$ cat config.mk
export PLATFORM = sky130hd
export DESIGN_NAME = sync_data_change_capture
export DESIGN_NICKNAME = d
export VERILOG_FILES = /design/src/rtl/sync_data_change_capture.sv
export SDC_FILE = /design/constraint.sdc
export NUM_CORES = 1
export LEC_CHECK = 0
export BUFFER_PORTS_ARGS = -buffer_cell sky130_fd_sc_hd__buf_4
export CORE_MARGIN = 1.5
export CORE_UTILIZATION = 30
export CTS_BUF_LIST = sky130_fd_sc_hd__clkbuf_4 sky130_fd_sc_hd__clkbuf_8 sky130_fd_sc_hd__clkbuf_16
export CTS_CLUSTER_SIZE = 28
export DETAILED_ROUTE_END_ITERATION = 10
export GPL_ROUTABILITY_DRIVEN = 0
export HOLD_SLACK_MARGIN = 0.03
export PLACE_DENSITY = 0.52
export SETUP_SLACK_MARGIN = 0.3
export SYNTH_ARGS = -nofsm -noshare
export SYNTH_HDL_FRONTEND = slang
export SYNTH_SLANG_ARGS = --single-unit
$ cat constraint.sdc
create_clock -name sinkClock -period 2.6 [get_ports sinkClock]
set_input_delay 0.26 -clock sinkClock [delete_from_list [all_inputs] [get_ports sinkClock]]
set_output_delay 0.26 -clock sinkClock [all_outputs]
set_load 0.02 [all_outputs]
$ cat src/rtl/sync_data_change_capture.sv
// Slow-domain change-capture queue: each change on syncData becomes one event on a valid/ready stream.
// Optional SYNC_CAPTURE_TIMESTAMP_EN adds a free-running tsCounter and a per-entry outTimestamp.
module sync_data_change_capture #(
    parameter int unsigned DATA_WIDTH = 8,
    parameter int unsigned FIFO_DEPTH = 4
) (
    input  logic                  sinkClock,
    input  logic                  sinkResetN,
    input  logic [DATA_WIDTH-1:0] syncData,
    output logic                  outValid,
    input  logic                  outReady,
    output logic [DATA_WIDTH-1:0] outData,
    input  logic                  clearOverflow,
    output logic                  overflow,
    output logic [7:0]            dropCount
`ifdef SYNC_CAPTURE_TIMESTAMP_EN
    ,
    output logic [15:0]           outTimestamp
`endif
);

    localparam int unsigned PtrWidth   = $clog2(FIFO_DEPTH);
    localparam int unsigned CountWidth = PtrWidth + 1;
    localparam logic [CountWidth-1:0] FullCount = CountWidth'(FIFO_DEPTH);

    logic [DATA_WIDTH-1:0] lastDataQ;
    logic [DATA_WIDTH-1:0] dataMemQ [FIFO_DEPTH];
    logic [DATA_WIDTH-1:0] holdDataQ, holdDataD;
    logic [PtrWidth-1:0]   wrPtrQ, wrPtrD;
    logic [PtrWidth-1:0]   rdPtrQ, rdPtrD;
    logic [CountWidth-1:0] countQ, countD;
    logic                  overflowQ, overflowD;
    logic [7:0]            dropCountQ, dropCountD;

    logic changeEvent;
    logic isFull;
    logic pushEn;
    logic popEn;
    logic dropEn;

    always_comb begin
        changeEvent = (syncData != lastDataQ);
        isFull      = (countQ == FullCount);
        popEn       = outValid && outReady;
        // A pop frees the slot in the same cycle, so a full queue still accepts the event.
        pushEn      = changeEvent && (!isFull || popEn);
        dropEn      = changeEvent && isFull && !popEn;
    end

    always_comb begin
        wrPtrD    = wrPtrQ;
        rdPtrD    = rdPtrQ;
        countD    = countQ;
        holdDataD = holdDataQ;
        if (pushEn) begin
            wrPtrD = wrPtrQ + PtrWidth'(1);
        end
        if (popEn) begin
            rdPtrD    = rdPtrQ + PtrWidth'(1);
            holdDataD = dataMemQ[rdPtrQ];
        end
        unique case ({pushEn, popEn})
            2'b10:   countD = countQ + CountWidth'(1);
            2'b01:   countD = countQ - CountWidth'(1);
            default: countD = countQ;
        endcase
    end

    always_comb begin
        overflowD  = overflowQ;
        dropCountD = dropCountQ;
        if (dropEn) begin
            overflowD = 1'b1;
            if (clearOverflow) begin
                dropCountD = 8'd1;
            end else if (dropCountQ != 8'hFF) begin
                dropCountD = dropCountQ + 8'd1;
            end
        end else if (clearOverflow) begin
            overflowD  = 1'b0;
            dropCountD = 8'd0;
        end
    end

    always_ff @(posedge sinkClock or negedge sinkResetN) begin
        if (!sinkResetN) begin
            lastDataQ  <= '0;
            holdDataQ  <= '0;
            wrPtrQ     <= '0;
            rdPtrQ     <= '0;
            countQ     <= '0;
            overflowQ  <= 1'b0;
            dropCountQ <= 8'd0;
        end else begin
            lastDataQ  <= syncData;
            holdDataQ  <= holdDataD;
            wrPtrQ     <= wrPtrD;
            rdPtrQ     <= rdPtrD;
            countQ     <= countD;
            overflowQ  <= overflowD;
            dropCountQ <= dropCountD;
        end
    end

    always_ff @(posedge sinkClock or negedge sinkResetN) begin
        if (!sinkResetN) begin
            for (int unsigned i = 0; i < FIFO_DEPTH; i++) begin
                dataMemQ[i] <= '0;
            end
        end else if (pushEn) begin
            dataMemQ[wrPtrQ] <= syncData;
        end
    end

    // Empty queue shows the last popped value rather than stale storage.
    always_comb begin
        outValid  = (countQ != '0);
        outData   = outValid ? dataMemQ[rdPtrQ] : holdDataQ;
        overflow  = overflowQ;
        dropCount = dropCountQ;
    end

`ifdef SYNC_CAPTURE_TIMESTAMP_EN
    logic [15:0] tsCounterQ;
    logic [15:0] tsMemQ [FIFO_DEPTH];
    logic [15:0] holdTsQ;

    always_ff @(posedge sinkClock or negedge sinkResetN) begin
        if (!sinkResetN) begin
            tsCounterQ <= 16'd0;
            holdTsQ    <= 16'd0;
            for (int unsigned i = 0; i < FIFO_DEPTH; i++) begin
                tsMemQ[i] <= 16'd0;
            end
        end else begin
            tsCounterQ <= tsCounterQ + 16'd1;
            if (pushEn) begin
                tsMemQ[wrPtrQ] <= tsCounterQ;
            end
            if (popEn) begin
                holdTsQ <= tsMemQ[rdPtrQ];
            end
        end
    end

    always_comb begin
        outTimestamp = outValid ? tsMemQ[rdPtrQ] : holdTsQ;
    end
`endif

endmodule

Word level (Yosys, flattened, before mapping)
Cells that the tools add are included.
{"block": "op_classes", "n_lt_le_gt_ge": 3, "n_mux": 14, "n_reduce_logical": 13, "n_addsub": 5, "eq_ne": 5, "n_bitwise": 2}
{"op": "$mux 8", "n": 8}
{"op": "$bwmux 32", "n": 1}
{"op": "$bmux 8 s2", "n": 1}
{"op": "$demux 8 s2", "n": 1}
{"op": "$add 8x1->8 const B", "n": 1}
{"op": "$ne 8x8->1", "n": 1}
{"op": "$ne 8x8->1 const B", "n": 1}
{"op": "$ge 3x3->1 const B", "n": 2}
{"op": "$not 2->3", "n": 2}
{"op": "$pmux 3 s2", "n": 1}
{"op": "$reduce_bool 2->1", "n": 3}
{"op": "$logic_and 1x1->1", "n": 5}
{"op": "$add 2x1->2 const B", "n": 2}
{"op": "$add 3x1->3 const B", "n": 1}
{"op": "$eq 3x3->1 const B", "n": 1}
{"op": "$lt 3x1->1 const B", "n": 1}
{"op": "$reduce_bool 3->1", "n": 1}
{"op": "$sub 3x1->3 const B", "n": 1}
{"op": "$eq 2x1->1 const B", "n": 1}
{"op": "$eq 2x2->1 const B", "n": 1}
{"op": "$logic_not 1->1", "n": 2}
{"op": "$mux 1", "n": 2}
{"op": "$reduce_and 2->1", "n": 1}
{"op": "$logic_or 1x1->1", "n": 1}
{"block": "totals", "output_inout_bits": 18, "input_bits": 12, "word_cells": 53, "reg_bits": 64}

Logic depth before layout (Yosys ltp)
{"block": "logic_depth", "depth_word": 6, "mapped_depth": 11}

Least setup slack after synthesis
No wires, ideal clock.
{"block": "synth_timing", "path_type": "reg2reg", "startpoint": "reg lastDataQ[5]", "endpoint": "reg countQ[2]", "arrival_ns": 2.195, "path_stages_with_launch": 12, "setup_ns": 0.079, "period_less_slack_ns": 2.274, "slack_ns": 0.326, "cell_sequence": "dfrtp_1 -> xor2_1 -> nor4_2 -> nand2_1 -> buf_6 -> nand2_1 -> ha_1 -> inv_1 -> fa_1 -> xor2_1 -> nor2_1 -> xor2_1"}
{"block": "synth_between", "elab_chain_cells": 4}
{"element": "from (decl)", "line_no": "26", "source": "logic [DATA_WIDTH-1:0] lastDataQ;"}
{"element": "from (signal assigned)", "line_no": "95", "source": "lastDataQ <= syncData;"}
{"element": "$ne 8x8->1 (*)", "line_no": "42", "source": "changeEvent = (syncData != lastDataQ);"}
{"element": "$logic_and 1x1->1 (*)", "line_no": "46", "source": "pushEn = changeEvent && (!isFull || popEn);"}
{"element": "$eq 2x1->1 / $eq 2x2->1 (equally long branches)", "line_no": "62", "source": "unique case ({pushEn, popEn})"}
{"element": "$pmux 3 s2 / $reduce_bool 2->1 (equally long branches)"}
{"element": "to (signal assigned)", "line_no": "99", "source": "countQ <= countD;"}
{"element": "to (decl)", "line_no": "31", "source": "logic [CountWidth-1:0] countQ, countD;"}
Mark *: on every way between the ends. The rest lies on a longest branch, timed or not.
A chain may end at the register's enable or synchronous reset.

Worst setup path after layout
{"block": "layout_timing", "startpoint": "reg countQ[0]", "endpoint": "reg countQ[2]"}
{"block": "layout_between", "elab_chain_cells": 6}
{"element": "$eq 3x3->1 / $reduce_bool 3->1 (equally long branches)", "line_no": "43, 117"}
{"element": "$logic_not 1->1 / $logic_and 1x1->1 (equally long branches)", "line_no": "46, 44"}
{"element": "$logic_or 1x1->1", "line_no": "46"}
{"element": "$logic_and 1x1->1", "line_no": "46"}
{"element": "$eq 2x1->1 / $eq 2x2->1 (equally long branches)", "line_no": "62"}
{"element": "$pmux 3 s2 / $reduce_bool 2->1 (equally long branches)"}
Several ways; a longest one is shown, not always the timed one.

==> flow_summary.toml <==
[clock_tree]
cts-root-buf = "clkbuf_8"
cts_made_buffers = 9
cts_max_level = 3
cts_tree = "built"
clock_latency_ns = 0.34
cts_buffer_depth = 2
cts_num_sinks = 64
clk_pin_slew_worst_paths_ns = 0.08

[worst_setup_path]
crit_fanout = 5
worstPathRequired_ns = 2.87
ff2ff_path_depth = 8
r2r_end = "countQ[2]$_DFFE_PN0P_"
r2r-start = "countQ[0]$_DFFE_PN0P_"
cpLargestDelayFamily = "simple AND/OR/NAND/NOR gates"
setup.worst_path.start_class = "flop"
setup.worst_path.class = "flop to flop"
rrSetupSlack_ns = 0.42
slowest_delay_ns = 0.60
slowest_stage = "or4b_1"
crit_chain = "or4b_1 -> nand2_2 -> ha_4 -> inv_1 -> fa_2 -> xor2_1 -> nor2_1 -> xor2_1"
arrival_ns = 2.45
path_common_cell = "xor2_1"
cp_num_buf_inv = 1
cp-end-kind = "flop"

[sta]
worst_slack_ns = 0.420
worst_pin_slew_ns = 0.815
fin_crit_ns = 2.18
timing.final.setup_violations = 0
finalHoldViolations = 0
clock.fmax_ghz = 0.459
fin_tns_setup_ns = 0
finalMaxSlewViolations = 0
slew_headroom_pct = 45.7
rsz0062_at_grt = "false"
fin_crit_sh_pct = 83.9
fin_skew_ns = 0.00862

[drt]
vias = 1812
drtIter0Drc = 95
ant_nets = 0
drcViolationCount = 0
vias_per_cell = 4.61
routedWlPerCell_um = 15.8
firstDrtPassIters = 4
finalWirelength_um = 6230

[finish]
diodes = 0
drive_gt1_share_pct = 42.3
final_core_util_pct = 38.3
syn2layout_area_growth_pct = 22.2
num-fill-cells = 978
nNetsFinal = 274

[synthesis]
synth_top_area_cell = "dfrtp_1"
yosysSeqAreaShare_pct = 51.6
yosys_warnings = 0
synthesis.area_mm2 = 0.00310
ys_types = 37
synth.area.top_cells = "dfrtp_1 52%, mux2_4 12%, mux2_1 5.8%, mux4_2 5.8%, mux2_2 3.6%"
yosys.area.top_type_share_pct = 51.6
synthesis.nets = 232
ys_seq_elements = 64
syn_area_per_cell_um2 = 14.6
netlist_instances = 213

[global_route]
grt_pass1_wl_um = 10500
antenna_found_initial = 0
grt_start_max_net_pins = 65
grt_pass1_vias = 1908
grt_overflow = 0
grt_use_total_pct = 12.5

[die]
die_y_um = 105
die-area_mm2 = 0.0110
rows = 36
ioPinCount = 30
fp.coreArea_mm2 = 0.00991
die_w_um = 105
start_util_pct = 31.3

[power]
powerDensity_mw_per_mm2 = 1300
power.total_mw = 4.94
power_leakage_nw = 1.71
power_frac_seq_pct = 34.1
p_int_mw = 3.35
ir_drop_mv = 0.582
pwr-share-clk_pct = 21.8
swShare_pct = 32.1
p_switching_mw = 1.59
combPwrFrac_pct = 44.1

[flow_run]
cap_violations = 0

[hold_path]
whs_path_depth = 1
worstHoldStart = "syncData[1]"
hold_path_end = "lastDataQ[1]$_DFF_PN0_"
hold_class = "primary input to flop"

[run_status]
status = "finished clean"

[placement]
hpwl_um = 3970
io_buffers = 29
pre_cts_slack_ns = 0.275
flip-flops by register name, summed over array words and instances (netlist names):
signal and count:
wrPtrQ 2, overflow 1, lastDataQ 8, dataMemQ 32, holdDataQ 8, dropCount 8, countQ 3, rdPtrQ 2
final cells by class:
class / count / area (µm²) / share of cell area [%]
sequential: 64 / 1600 / 42.2
multi-input combinational: 130 / 1410 / 37.2
timing repair buffer: 42 / 330 / 8.70
tap: 133 / 166 / 4.39
clock buffer: 10 / 138 / 3.63
clock inverter: 6 / 115 / 3.03
inverter: 8 / 30.0 / 0.791
worst reg2reg max path, cell delays in order, from the launching register on:
cell	delay (ns)
dfrtp_1	0.43
or4b_1	0.60
nand2_2	0.15
ha_4	0.15
inv_1	0.05
fa_2	0.32
xor2_1	0.14
nor2_1	0.13
xor2_1	0.14
power groups by stage:
stage          clock (mW)  sequential, mW  combinational [mW]
4_1_cts              1.11            1.70                2.15
2_1_floorplan           0            1.60                1.66
6_report             1.07            1.68                2.18
3_3_place_gp            0            1.70                2.12
3_5_place_dp            0            1.71                2.14
5_1_grt              1.15            1.74                2.37
placed cells by master (no fill, tap or decap), types with 2 or more instances in the layout:
| cell | Yosys | final |
|---|---|---|
| a211oi_1 | 2 | 2 |
| a21oi_1 | 3 | 3 |
| a31oi_1 | 2 | 2 |
| and2_1 | 3 | 3 |
| and3_1 | 6 | 6 |
| and3_4 | 3 | 3 |
| and4_1 | 2 | 2 |
| buf_4 | 0 | 40 |
| bufinv_16 | 0 | 3 |
| clkbuf_8 | 0 | 10 |
| dfrtp_1 | 64 | 63 |
| ha_1 | 6 | 5 |
| inv_1 | 8 | 8 |
| mux2_1 | 16 | 16 |
| mux2_2 | 10 | 10 |
| mux2_4 | 24 | 24 |
| mux4_2 | 8 | 8 |
| nand2_1 | 6 | 5 |
| nand4_1 | 4 | 4 |
| nor2_1 | 5 | 5 |
| nor4_2 | 2 | 2 |
| o21ai_1 | 2 | 2 |
| xnor2_1 | 3 | 3 |
| xor2_1 | 11 | 11 |
cells by family (layout without fill, tap and decap cells):
logic type	Yosys count	in the layout	share of synthesized area, %
DFF	64	64	51.6
muxes	59	59	27.2
and+or+nand+nor	35	35	7.42
buffers and inverters	19	66	3.47
AOI/OAI and AO/OA	15	15	3.35
xor gates and xnor gates	14	14	3.95
adders and majority gates	7	7	3.06
synth_stat cells (all sizes together):
cell type and number:
and2 3, fa 1, nor2b 1, and3 9, and4 2, a211oi 2
clkbuf 3, mux2 50, inv 8, nand2 6, buf 8, a21o 1
nor4 2, or4b 1, o21ai 2, a31oi 2, a21oi 4, a32oi 1
nor4b 1, mux4 8, xnor2 3, xor2 11, ha 6, dfrtp 64
or3 1, nor2 5, a311oi 1, nand4 4, mux2i 1, a31o 2
per-layer routing:
metal | share of wire (%) | vias to the layer above | global-route usage, %
li1 | - | 846 | -
met1 | 49 | 932 | 17.5
met2 | 46 | 27 | 18.2
met3 | 2.8 | 7 | 4.30
met4 | 1.5 | 0 | 4.01
met5 | 0 | - | 0
through the flow:
stage,cells,area (µm²),hold slack [ns]
2_1_floorplan,213,3100,-0.0356
3_3_place_gp,369,3460,0.414
3_5_place_dp,369,3460,0.412
4_1_cts,386,3730,0.0523
5_1_grt,393,3790,0.0481
6_report,393,3790,0.0694
worst max path at each step:
| stage | start | end | cells past startpoint |
|---|---|---|---|
| global placement | syncData[5] | countQ[2]$_DFFE_PN0P_ | 11 |
| detailed placement | syncData[3] | countQ[2]$_DFFE_PN0P_ | 11 |
| global route | lastDataQ[1]$_DFF_PN0_ | countQ[2]$_DFFE_PN0P_ | 10 |
| CTS | lastDataQ[7]$_DFF_PN0_ | countQ[2]$_DFFE_PN0P_ | 10 |
| finish | countQ[0]$_DFFE_PN0P_ | countQ[2]$_DFFE_PN0P_ | 8 |
| floorplan | lastDataQ[5]$_DFF_PN0_ | countQ[2]$_DFFE_PN0P_ | 11 |
repair_timing:
action,in CTS,in global routing
resized for setup,2,3
setup endpoints to repair,6,2
hold buffers,1,0
hold endpoints to repair,4,0
gates cloned,0,0
pin swaps,1,6
setup buffers,0,7
No activity file was read; power rests on OpenSTA's default activity.
